**config.mk**
```make
export PLATFORM = sky130hd
export DESIGN_NAME = sr_pulse_seq_flat
export DESIGN_NICKNAME = d
export VERILOG_FILES = /design/src/rtl/sr_pulse_seq_pkg.sv /design/src/rtl/sr_pulse_seq_if.sv /design/src/rtl/sr_pulse_timer.sv /design/src/rtl/sr_pulse_seq.sv /design/src/flat_wrapper.sv
export SDC_FILE = /design/constraint.sdc
export NUM_CORES = 1
export LEC_CHECK = 0
export BUFFER_PORTS_ARGS = -buffer_cell sky130_fd_sc_hd__buf_2
export CORE_MARGIN = 3
export CORE_UTILIZATION = 45
export DETAILED_ROUTE_END_ITERATION = 16
export PLACE_DENSITY = 0.63
export SYNTH_ARGS = -nofsm -noshare
export SYNTH_HDL_FRONTEND = slang
export SYNTH_SLANG_ARGS = --single-unit
```
**constraint.sdc**
```tcl
create_clock -name clk -period 2.45 [get_ports clk]
set_clock_uncertainty 0.05 [all_clocks]
set_input_delay 0.49 -clock clk [delete_from_list [all_inputs] [get_ports clk]]
set_output_delay 0.49 -clock clk [all_outputs]
set_load 0.01 [all_outputs]
```
**src/rtl/sr_pulse_seq_pkg.sv**
```systemverilog
// Shared encodings for the set/reset pulse sequencer: FSM states and latch operations.
// Pure definitions, no logic and no latency.
// Nothing here carries flow control; see sr_pulse_seq for handshake behaviour.
package sr_pulse_seq_pkg;

  typedef enum logic [1:0] {
    IDLE  = 2'd0,
    PULSE = 2'd1,
    GAP   = 2'd2
  } state_t;

  typedef enum logic {
    OP_CLR = 1'b0,
    OP_SET = 1'b1
  } op_t;

  // Clear wins whenever it is requested, so a simultaneous set/clear resolves to CLR
  function automatic op_t pick_op(input logic clr_req);
    return clr_req ? OP_CLR : OP_SET;
  endfunction

endpackage

```
**src/rtl/sr_pulse_seq_if.sv**
```systemverilog
// Request/latch-drive bundle between a requester and the pulse sequencer.
// Wires only, no latency.
// Requester holds set/clr until req_ready; requests seen while busy are dropped.
interface sr_pulse_seq_if;

  logic set_req;
  logic clr_req;
  logic req_ready;
  logic preset_n;
  logic clear_n;
  logic q_model;
  logic q_valid;
  logic conflict;

  // Requester side
  modport master (
    output set_req,
    output clr_req,
    input  req_ready,
    input  preset_n,
    input  clear_n,
    input  q_model,
    input  q_valid,
    input  conflict
  );

  // Sequencer side
  modport slave (
    input  set_req,
    input  clr_req,
    output req_ready,
    output preset_n,
    output clear_n,
    output q_model,
    output q_valid,
    output conflict
  );

endinterface

```
**src/rtl/sr_pulse_timer.sv**
```systemverilog
// Loadable down-counter with zero flag, shared by the PULSE and GAP phases.
// Load/decrement take effect on the next clk edge; zero reflects the registered count.
// No backpressure; decrement saturates at zero.
module sr_pulse_timer #(
  parameter int CNT_W = 4
) (
  input  logic             clk,
  input  logic             rst,
  input  logic             load,
  input  logic [CNT_W-1:0] load_val,
  input  logic             dec,
  output logic             zero
);

  logic [CNT_W-1:0] cnt_q;
  logic [CNT_W-1:0] cnt_d;

  // Next count: load has priority over decrement; never wraps below zero
  always_comb begin
    cnt_d = cnt_q;
    if (load) begin
      cnt_d = load_val;
    end else if (dec && (cnt_q != '0)) begin
      cnt_d = cnt_q - 1'b1;
    end
  end

  // Count register
  always_ff @(posedge clk or posedge rst) begin
    if (rst) begin
      cnt_q <= '0;
    end else begin
      cnt_q <= cnt_d;
    end
  end

  assign zero = (cnt_q == '0);

endmodule

```
**src/rtl/sr_pulse_seq.sv**
```systemverilog
// Turns single-cycle set/clear requests into exclusive fixed-width low pulses for a NAND SR latch.
// Pulse starts the cycle after acceptance, lasts PW_CYCLES, then GAP_CYCLES of recovery.
// req_ready is low while a pulse or gap is in flight; requests seen then are dropped.
module sr_pulse_seq
  import sr_pulse_seq_pkg::*;
#(
  parameter int PW_CYCLES  = 3,
  parameter int GAP_CYCLES = 2,
  parameter int CNT_W      = 4
) (
  input  logic           clk,
  input  logic           rst,
  sr_pulse_seq_if.slave  bus
);

  localparam logic [CNT_W-1:0] PW_LOAD  = CNT_W'(PW_CYCLES - 1);
  localparam logic [CNT_W-1:0] GAP_LOAD = (GAP_CYCLES > 0) ? CNT_W'(GAP_CYCLES - 1) : '0;

  state_t state_q, state_d;
  op_t    op_q, op_d;
  logic   preset_n_q, preset_n_d;
  logic   clear_n_q, clear_n_d;
  logic   req_ready_q, req_ready_d;
  logic   q_model_q, q_model_d;
  logic   q_valid_q, q_valid_d;
  logic   conflict_q, conflict_d;

  logic             tmr_load;
  logic [CNT_W-1:0] tmr_val;
  logic             tmr_dec;
  logic             tmr_zero;

  sr_pulse_timer #(
    .CNT_W (CNT_W)
  ) u_timer (
    .clk      (clk),
    .rst      (rst),
    .load     (tmr_load),
    .load_val (tmr_val),
    .dec      (tmr_dec),
    .zero     (tmr_zero)
  );

  // FSM next state plus next values of every registered output. Pulse outputs are
  // derived only from the single op, so preset_n and clear_n can never both go low.
  always_comb begin
    state_d     = state_q;
    op_d        = op_q;
    preset_n_d  = preset_n_q;
    clear_n_d   = clear_n_q;
    req_ready_d = req_ready_q;
    q_model_d   = q_model_q;
    q_valid_d   = q_valid_q;
    conflict_d  = 1'b0;
    tmr_load    = 1'b0;
    tmr_val     = PW_LOAD;
    tmr_dec     = 1'b0;

    case (state_q)
      IDLE: begin
        if (bus.set_req || bus.clr_req) begin
          state_d     = PULSE;
          op_d        = pick_op(bus.clr_req);
          tmr_load    = 1'b1;
          tmr_val     = PW_LOAD;
          req_ready_d = 1'b0;
          conflict_d  = bus.set_req && bus.clr_req;
          preset_n_d  = (op_d != OP_SET);
          clear_n_d   = (op_d != OP_CLR);
        end
      end

      PULSE: begin
        if (tmr_zero) begin
          // Latch has now been driven for the full width; its state is known
          preset_n_d = 1'b1;
          clear_n_d  = 1'b1;
          q_model_d  = (op_q == OP_SET);
          q_valid_d  = 1'b1;
          if (GAP_CYCLES > 0) begin
            state_d  = GAP;
            tmr_load = 1'b1;
            tmr_val  = GAP_LOAD;
          end else begin
            state_d     = IDLE;
            req_ready_d = 1'b1;
          end
        end else begin
          tmr_dec = 1'b1;
        end
      end

      GAP: begin
        if (tmr_zero) begin
          state_d     = IDLE;
          req_ready_d = 1'b1;
        end else begin
          tmr_dec = 1'b1;
        end
      end

      default: begin
        state_d     = IDLE;
        preset_n_d  = 1'b1;
        clear_n_d   = 1'b1;
        req_ready_d = 1'b1;
      end
    endcase
  end

  // State and output flops; reset releases the latch inputs immediately
  always_ff @(posedge clk or posedge rst) begin
    if (rst) begin
      state_q     <= IDLE;
      op_q        <= OP_CLR;
      preset_n_q  <= 1'b1;
      clear_n_q   <= 1'b1;
      req_ready_q <= 1'b1;
      q_model_q   <= 1'b0;
      q_valid_q   <= 1'b0;
      conflict_q  <= 1'b0;
    end else begin
      state_q     <= state_d;
      op_q        <= op_d;
      preset_n_q  <= preset_n_d;
      clear_n_q   <= clear_n_d;
      req_ready_q <= req_ready_d;
      q_model_q   <= q_model_d;
      q_valid_q   <= q_valid_d;
      conflict_q  <= conflict_d;
    end
  end

  assign bus.preset_n  = preset_n_q;
  assign bus.clear_n   = clear_n_q;
  assign bus.req_ready = req_ready_q;
  assign bus.q_model   = q_model_q;
  assign bus.q_valid   = q_valid_q;
  assign bus.conflict  = conflict_q;

endmodule

```
**src/flat_wrapper.sv**
```systemverilog
// flat-port wrapper written by rule: the top's interface ports become plain ports
module sr_pulse_seq_flat import sr_pulse_seq_pkg::*;
#(
  parameter int PW_CYCLES  = 3,
  parameter int GAP_CYCLES = 2,
  parameter int CNT_W      = 4
)
  (clk, rst, bus_set_req, bus_clr_req, bus_req_ready, bus_preset_n, bus_clear_n, bus_q_model, bus_q_valid, bus_conflict);
  sr_pulse_seq_if bus_i ();
  input  logic clk;
  input  logic rst;
  input wire logic [$bits(bus_i.set_req)-1:0] bus_set_req;
  input wire logic [$bits(bus_i.clr_req)-1:0] bus_clr_req;
  output wire logic [$bits(bus_i.req_ready)-1:0] bus_req_ready;
  output wire logic [$bits(bus_i.preset_n)-1:0] bus_preset_n;
  output wire logic [$bits(bus_i.clear_n)-1:0] bus_clear_n;
  output wire logic [$bits(bus_i.q_model)-1:0] bus_q_model;
  output wire logic [$bits(bus_i.q_valid)-1:0] bus_q_valid;
  output wire logic [$bits(bus_i.conflict)-1:0] bus_conflict;
  assign bus_i.set_req = bus_set_req;
  assign bus_i.clr_req = bus_clr_req;
  assign bus_req_ready = bus_i.req_ready;
  assign bus_preset_n = bus_i.preset_n;
  assign bus_clear_n = bus_i.clear_n;
  assign bus_q_model = bus_i.q_model;
  assign bus_q_valid = bus_i.q_valid;
  assign bus_conflict = bus_i.conflict;
  sr_pulse_seq #(.PW_CYCLES(PW_CYCLES), .GAP_CYCLES(GAP_CYCLES), .CNT_W(CNT_W)) u_core (.clk(clk), .rst(rst), .bus(bus_i));
endmodule
```
==> results.yml, run 1 <==
logic_synthesis:
  synth_xor_area_share_pct: 0
  ys_top_cells_by_area: "dfrtp_1 (37%), dfstp_2 (12%), ha_1 (9.1%), mux2_2 (4.9%), inv_1 (3.3%)"
  yosysMostFrequentCell: "dfrtp_1"
  synthSimpleGateAreaFrac_pct: 17.6
  synthMuxAreaShare_pct: 9.51
  synth_edf_count: 0
  ys_ff_latch: 13
  netlist_area_um2: 684
  yosys-top-cells-count: "dfrtp_1 (10), inv_1 (6), ha_1 (5)"
  synthCells: 62
  synth-main-ff-cell: "dfrtp_1"
  synth.lib_cells_used.distinct: 28
  synth-compound-area-share_pct: 11.7
  yosys.area.top_type: "dfrtp_1"
  synth_top_family_by_area: "simple AND/OR/NAND/NOR gates"
  synthAdderAreaFrac_pct: 9.14
  syn_nets: 71
  yosysSeqAreaShare_pct: 48.1
  synthArstFlopShare_pct: 100
  ys_warn_count: 0
  yosysTopAreaCellShare_pct: 36.6
  syn_avg_cell_area_um2: 11.0
sta:
  setup_viol: 0
  fin_crit_sh_pct: 77.4
  worst_slew_pin_slew_ns: 0.469
  fin_setup_tns_ns: 0
  timing.final.crit_period_ns: 1.90
  hold_violations: 0
  rsz0062_at_grt: "no"
  fmax_mhz: 527
  timing.final.ws_setup_ns: 0.554
  maxSlewViolCount: 0
  max_slew_margin_pct: 68.7
floorplan:
  num_rows: 13
  start_util_pct: 50.1
  die_area_mm2: 0.00203
  die_h_um: 45
  core_area_mm2: 0.00137
  io-pin-count: 10
  die_x_um: 45
clock_tree:
  cts_made_buffers: 3
  hold_buffers: 0
  clock_latency_ns: 0.28
  cts_buffer_depth: 2
  post_cts_resized: 0
  clock_sinks: 13
  post_cts_buffers: 0
  cts_htree_levels: 1
  path_clk_slew_ns: 0.08
  cts_tree: "done"
  clock-root-buffer: "clkbuf_4"
power_and_ir_drop:
  p_leak_nw: 0.359
  p_int_mw: 0.631
  ir_drop_uv: 536
  switchingPower_mw: 0.399
  p_sw_share_pct: 38.7
  power.total_mw: 1.03
  pwr_density_cell_mw_per_mm2: 1340
  clockPowerShare_pct: 12.9
  seqPwrFrac_pct: 36.5
  comb_power_share_pct: 50.7
placed_design:
  portBuffers: 9
  dpl.hpwl_um: 862
  pre_cts_ws_ns: 0.577
  gp_congestion: 0.713
worst_setup_path:
  start_kind: "flip-flop"
  path_class: "reg -> reg"
  arrival_ns: 2.06
  worstSetupStartpoint: "u_core.u_timer.cnt_q[0]$_DFFE_PP0P_"
  crit_fanout: 6
  worstReg2RegStart: "u_core.u_timer.cnt_q[0]$_DFFE_PP0P_"
  cp.required_ns: 2.61
  critPathCaptureType: "flip-flop"
final_layout:
  area_growth_pct: 12.6
  diodes: 0
  final_nets: 84
  drive_gt1_share_pct: 28.4
grt:
  grt_pass1_vias: 406
  antenna_found_initial: 0
  grt_pass1_wl_mm: 1.84
  grt_max_degree: 14
  grt_overflow: 0
  grt_usage_pct: 12.7
outcome:
  status: "complete, no violations"
route:
  drt-initial-drc-count: 9
  wire_per_inst_um: 12.5
  vias: 468
  drc: 0
  viasPerCell: 5.26
  wl_mm: 1.12
  dr.pass1.iters: 4
  ant_nets: 0
worst_hold_path:
  hp-class: "in -> async"
flow_run:
  drv_cap: 0
flip-flops by register name (all words and copies together), names as in the netlist:
name	flops
u_core.bus.q_valid	1
u_core.bus.req_ready	1
u_core.bus.preset_n	1
u_core.op_q	1
u_core.bus.q_model	1
u_core.bus.conflict	1
u_core.u_timer.cnt_q	4
u_core.state_q	2
u_core.bus.clear_n	1
worst paths after layout:
check                                                 endpoint  slack (ns)  cells past startpoint
setup reg to reg               u_core.bus.preset_n$_DFFE_PP1P_        0.55                      5
hold / removal             u_core.u_timer.cnt_q[3]$_DFFE_PP0P_        0.16                      2
hold reg to reg                 u_core.bus.q_valid$_DFFE_PP0P_        0.42                      1
setup / recovery               u_core.bus.preset_n$_DFFE_PP1P_        0.55                      5
min in group clk                u_core.bus.q_valid$_DFFE_PP0P_        0.42                      1
max in group asynchronous     u_core.bus.req_ready$_DFFE_PP1P_        1.85                      2
worst max-delay path: stages (launching register included):
cell,delay (ns)
dfrtp_1,0.39
inv_1,0.08
ha_1,0.21
or3b_1,0.46
a211oi_2,0.29
mux2_1,0.34
metrics by stage:
| step | instances | cell area (um^2) | utilization [%] | hold WS (ns) |
|---|---|---|---|---|
| after floorplan | 62 | 684 | - | 0.315 |
| after global placement | 85 | 743 | 54.4 | 0.394 |
| after detailed placement | 85 | 743 | 54.4 | 0.397 |
| after CTS | 89 | 771 | 56.4 | 0.166 |
| after global routing | 89 | 771 | 56.4 | 0.174 |
| final | 89 | 771 | 56.4 | 0.157 |
logic make-up (layout without fill, tap and decap cells):
family	count (synthesis)	count (layout)
fa+ha+maj	5	5
buf+inv	7	19
flops	13	13
simple gates	20	20
mux	6	6
compound gates	11	11
layout by cell type (no fill, tap or decap), types with 2 or more instances in the layout:
master    count
and2_1        2
ha_1          5
buf_2         9
clkbuf_4      3
inv_1         6
mux2_2        3
nand2b_1      2
a21oi_1       3
mux2i_1       2
nand4_1       2
nor2_1        4
dfstp_2       3
nand2_1       4
dfrtp_1      10
power groups by stage:
stage          combinational [mW]  sequential, mW  clock [mW]
2_1_floorplan               0.399           0.389           0
3_3_place_gp                0.522           0.378           0
3_5_place_dp                0.522           0.380           0
4_1_cts                     0.527           0.377       0.142
5_1_grt                     0.588           0.388       0.149
6_report                    0.522           0.376       0.133
layer usage:
metal / vias up / global-route usage [%] / wire (um)
li1: 244 / - / -
met1: 212 / 18.3 / 572
met2: 10 / 16.9 / 475
met3: 2 / 5.98 / 55
met4: 0 / 3.51 / 12
met5: - / 0 / 0
final cells by class:
class                   count  area (um^2)
inverters                   6         22.5
clock inverters             1         5.00
well taps                  15         18.8
fillers                   131          596
clock buffers               3         22.5
flip-flops and latches     13          329
repair buffers              9         45.0
multi-input cells          42          328
Power figures use the tool's default switching activity.
==> run 2, diff against run 1 <==
--- a/config.mk
+++ b/config.mk
@@ -9,7 +9,7 @@
 export CORE_MARGIN = 3
 export CORE_UTILIZATION = 45
 export DETAILED_ROUTE_END_ITERATION = 16
-export PLACE_DENSITY = 0.63
+export PLACE_DENSITY = 0.66
 export SYNTH_ARGS = -nofsm -noshare
 export SYNTH_HDL_FRONTEND = slang
 export SYNTH_SLANG_ARGS = --single-unit
==> constraint.sdc (replaced) <==
create_clock -name clk -period 1.7 [get_ports clk]
set_clock_uncertainty 0.05 [all_clocks]
set_input_delay 0.34 -clock clk [delete_from_list [all_inputs] [get_ports clk]]
set_output_delay 0.34 -clock clk [all_outputs]
set_load 0.01 [all_outputs]
==> run 2 against run 1 <==
- the run now ends with setup timing left
- global-route usage up 4.6 points
- setup slack got worse by 0.57 ns
- combinational power grew 120%
- critical endpoint unchanged
- highest routed layer unchanged
==> results.yml, run 2 (same netlist as run 1, synthesis figures left out) <==
clock_tree:
  cts_htree_levels: 1
  cts_tree: "done"
  clock-root-buffer: "clkbuf_4"
  clock_sinks: 13
  cts_made_buffers: 3
  path_clk_slew_ns: 0.08
  cts_buffer_depth: 2
  hold_buffers: 0
  clock_latency_ns: 0.27
placed_design:
  dpl.hpwl_um: 969
  portBuffers: 9
  dp.cells: 95
  gp_congestion: 0.795
power_and_ir_drop:
  p_leak_nw: 0.444
  p_sw_share_pct: 36.7
  switchingPower_mw: 0.686
  comb_power_share_pct: 61.4
  power.total_mw: 1.87
  p_int_mw: 1.18
  clockPowerShare_pct: 10.2
  pwr_density_cell_mw_per_mm2: 2030
  seqPwrFrac_pct: 28.4
  ir_drop_uv: 966
floorplan:
  io-pin-count: 10
  core_area_mm2: 0.00137
  num_rows: 13
  die_area_mm2: 0.00203
  die_x_um: 45
  start_util_pct: 50.1
  die_h_um: 45
sta:
  timing.final.crit_period_ns: 1.71
  hold_violations: 0
  setup_viol: 1
  fin_crit_sh_pct: 101
  worst_slew_pin_slew_ns: 0.494
  max_slew_margin_pct: 67.0
  rsz0062_at_grt: "yes"
  fmax_mhz: 583
  maxSlewViolCount: 0
  timing.final.ws_setup_ns: -0.0147
worst_setup_path:
  critPathCaptureType: "flip-flop"
  start_kind: "flip-flop"
  reg2reg_depth: 5
  arrival_ns: 1.86
  crit_buf_inv: 1
  cpPeakStageDelay_ns: 0.40
  worstReg2RegStart: "u_core.u_timer.cnt_q[1]$_DFFE_PP0P_"
  crit_path_top_delay_cell: "dfrtp_1"
  reg2reg_setup_slack_ns: -0.01
  crit_fanout: 5
  cp_cell_sequence: "inv_2 > ha_4 > or3b_4 > a211oi_2 > mux2_4"
  path_class: "reg -> reg"
  reg2reg_to: "u_core.bus.preset_n$_DFFE_PP1P_"
  path_delay_family: "flip-flops"
  cp.required_ns: 1.85
outcome:
  violations: "setup timing"
  status: "finished, violations left"
grt:
  grt_pass1_wl_mm: 2.52
  antenna_found_initial: 0
  grt_max_degree: 14
  grt_pass1_vias: 588
  grt_usage_pct: 17.3
  grt_overflow: 0
final_layout:
  largest-register: "u_core.u_timer.cnt_q"
  final_nets: 101
  final_cell_mix: "buf_4 (16), dfrtp_1 (10), buf_2 (9)"
  multi_input_area_um2: 347
  layout.filler_cells: 108
  diodes: 0
  area_growth_pct: 34.4
  largest_register_ffs: 4
  final_util_pct: 67.3
  final_common_cell: "buf_4"
  seq_area_um2: 329
  drive_gt1_share_pct: 46.2
  reg_top3: "u_core.u_timer.cnt_q (4), u_core.state_q (2)"
  fin_cells: 106
route:
  viasPerCell: 5.27
  ant_nets: 0
  vias: 559
  wire_per_inst_um: 13.7
  dr.pass1.iters: 3
  wl_mm: 1.45
  drc: 0
  drt-initial-drc-count: 14
flow_run:
  drv_cap: 0
worst_hold_path:
  hp-class: "in -> async"
-- run 2: worst max path at each step --
stage | startpoint | to | slack [ns] | depth (start not counted)
final | u_core.u_timer.cnt_q[1]$_DFFE_PP0P_ | u_core.bus.preset_n$_DFFE_PP1P_ | -0.01 | 5
after global routing | u_core.u_timer.cnt_q[1]$_DFFE_PP0P_ | u_core.bus.req_ready$_DFFE_PP1P_ | -0.05 | 5
after CTS | u_core.u_timer.cnt_q[0]$_DFFE_PP0P_ | u_core.bus.preset_n$_DFFE_PP1P_ | -0.04 | 5
after detailed placement | u_core.u_timer.cnt_q[0]$_DFFE_PP0P_ | u_core.bus.preset_n$_DFFE_PP1P_ | -0.08 | 5
after global placement | u_core.u_timer.cnt_q[0]$_DFFE_PP0P_ | u_core.bus.preset_n$_DFFE_PP1P_ | -0.02 | 5
after floorplan | u_core.u_timer.cnt_q[0]$_DFFE_PP0P_ | u_core.bus.preset_n$_DFFE_PP1P_ | -0.07 | 6
-- run 2: repair_timing --
action                                  in CTS  in global routing
endpoints found under the setup margin       4                  4
pin swaps                                    1                  2
cloned                                       0                  0
buffers inserted                             8                  0
gates resized for setup                      4                  2
-- run 2: area by class of cell --
type / count / share of cell area, %
multi-input combinational: 42 / 37.7
sequential: 13 / 35.8
timing repair buffer: 26 / 19.2
clock buffer: 4 / 2.86
inverter: 6 / 2.45
tap: 15 / 2.04
-- run 2: per-stage QoR --
| stage | TNS (ns) | hold WS, ns | area (um^2) | worst slack [ns] |
|---|---|---|---|---|
| detailed placement | -0.152 | 0.337 | 821 | -0.0835 |
| global route | -0.116 | 0.0488 | 920 | -0.0480 |
| floorplan | -0.0788 | 0.165 | 687 | -0.0732 |
| global placement | -0.0218 | 0.335 | 821 | -0.0218 |
| CTS | -0.0380 | 0.0376 | 920 | -0.0380 |
| finish | -0.0147 | 0.0205 | 920 | -0.0147 |
-- run 2: worst reg2reg max path: cells and delay by family (launching register included) --
family / cells / cell delay [ns]
AOI/OAI and AO/OA: 1 / 0.26
adders and majority gates: 1 / 0.12
buffers and inverters: 1 / 0.08
DFF: 1 / 0.40
muxes: 1 / 0.33
and+or+nand+nor: 1 / 0.40
-- run 2: power groups by stage --
stage	logic [mW]	clock network [mW]	registers, mW
after floorplan	0.579	0	0.561
after global placement	0.938	0	0.526
after detailed placement	0.959	0	0.530
after CTS	1.11	0.200	0.530
after global routing	1.26	0.214	0.542
final	1.15	0.190	0.531
-- run 2: metal layers --
| layer | GRT usage, % | vias up | share of wire, % |
|---|---|---|---|
| met5 | 0 | - | 0 |
| met4 | 10.5 | 0 | 2.3 |
| met3 | 4.38 | 4 | 5.7 |
| met2 | 28.0 | 14 | 44 |
| met1 | 20.4 | 263 | 48 |
| li1 | - | 278 | - |
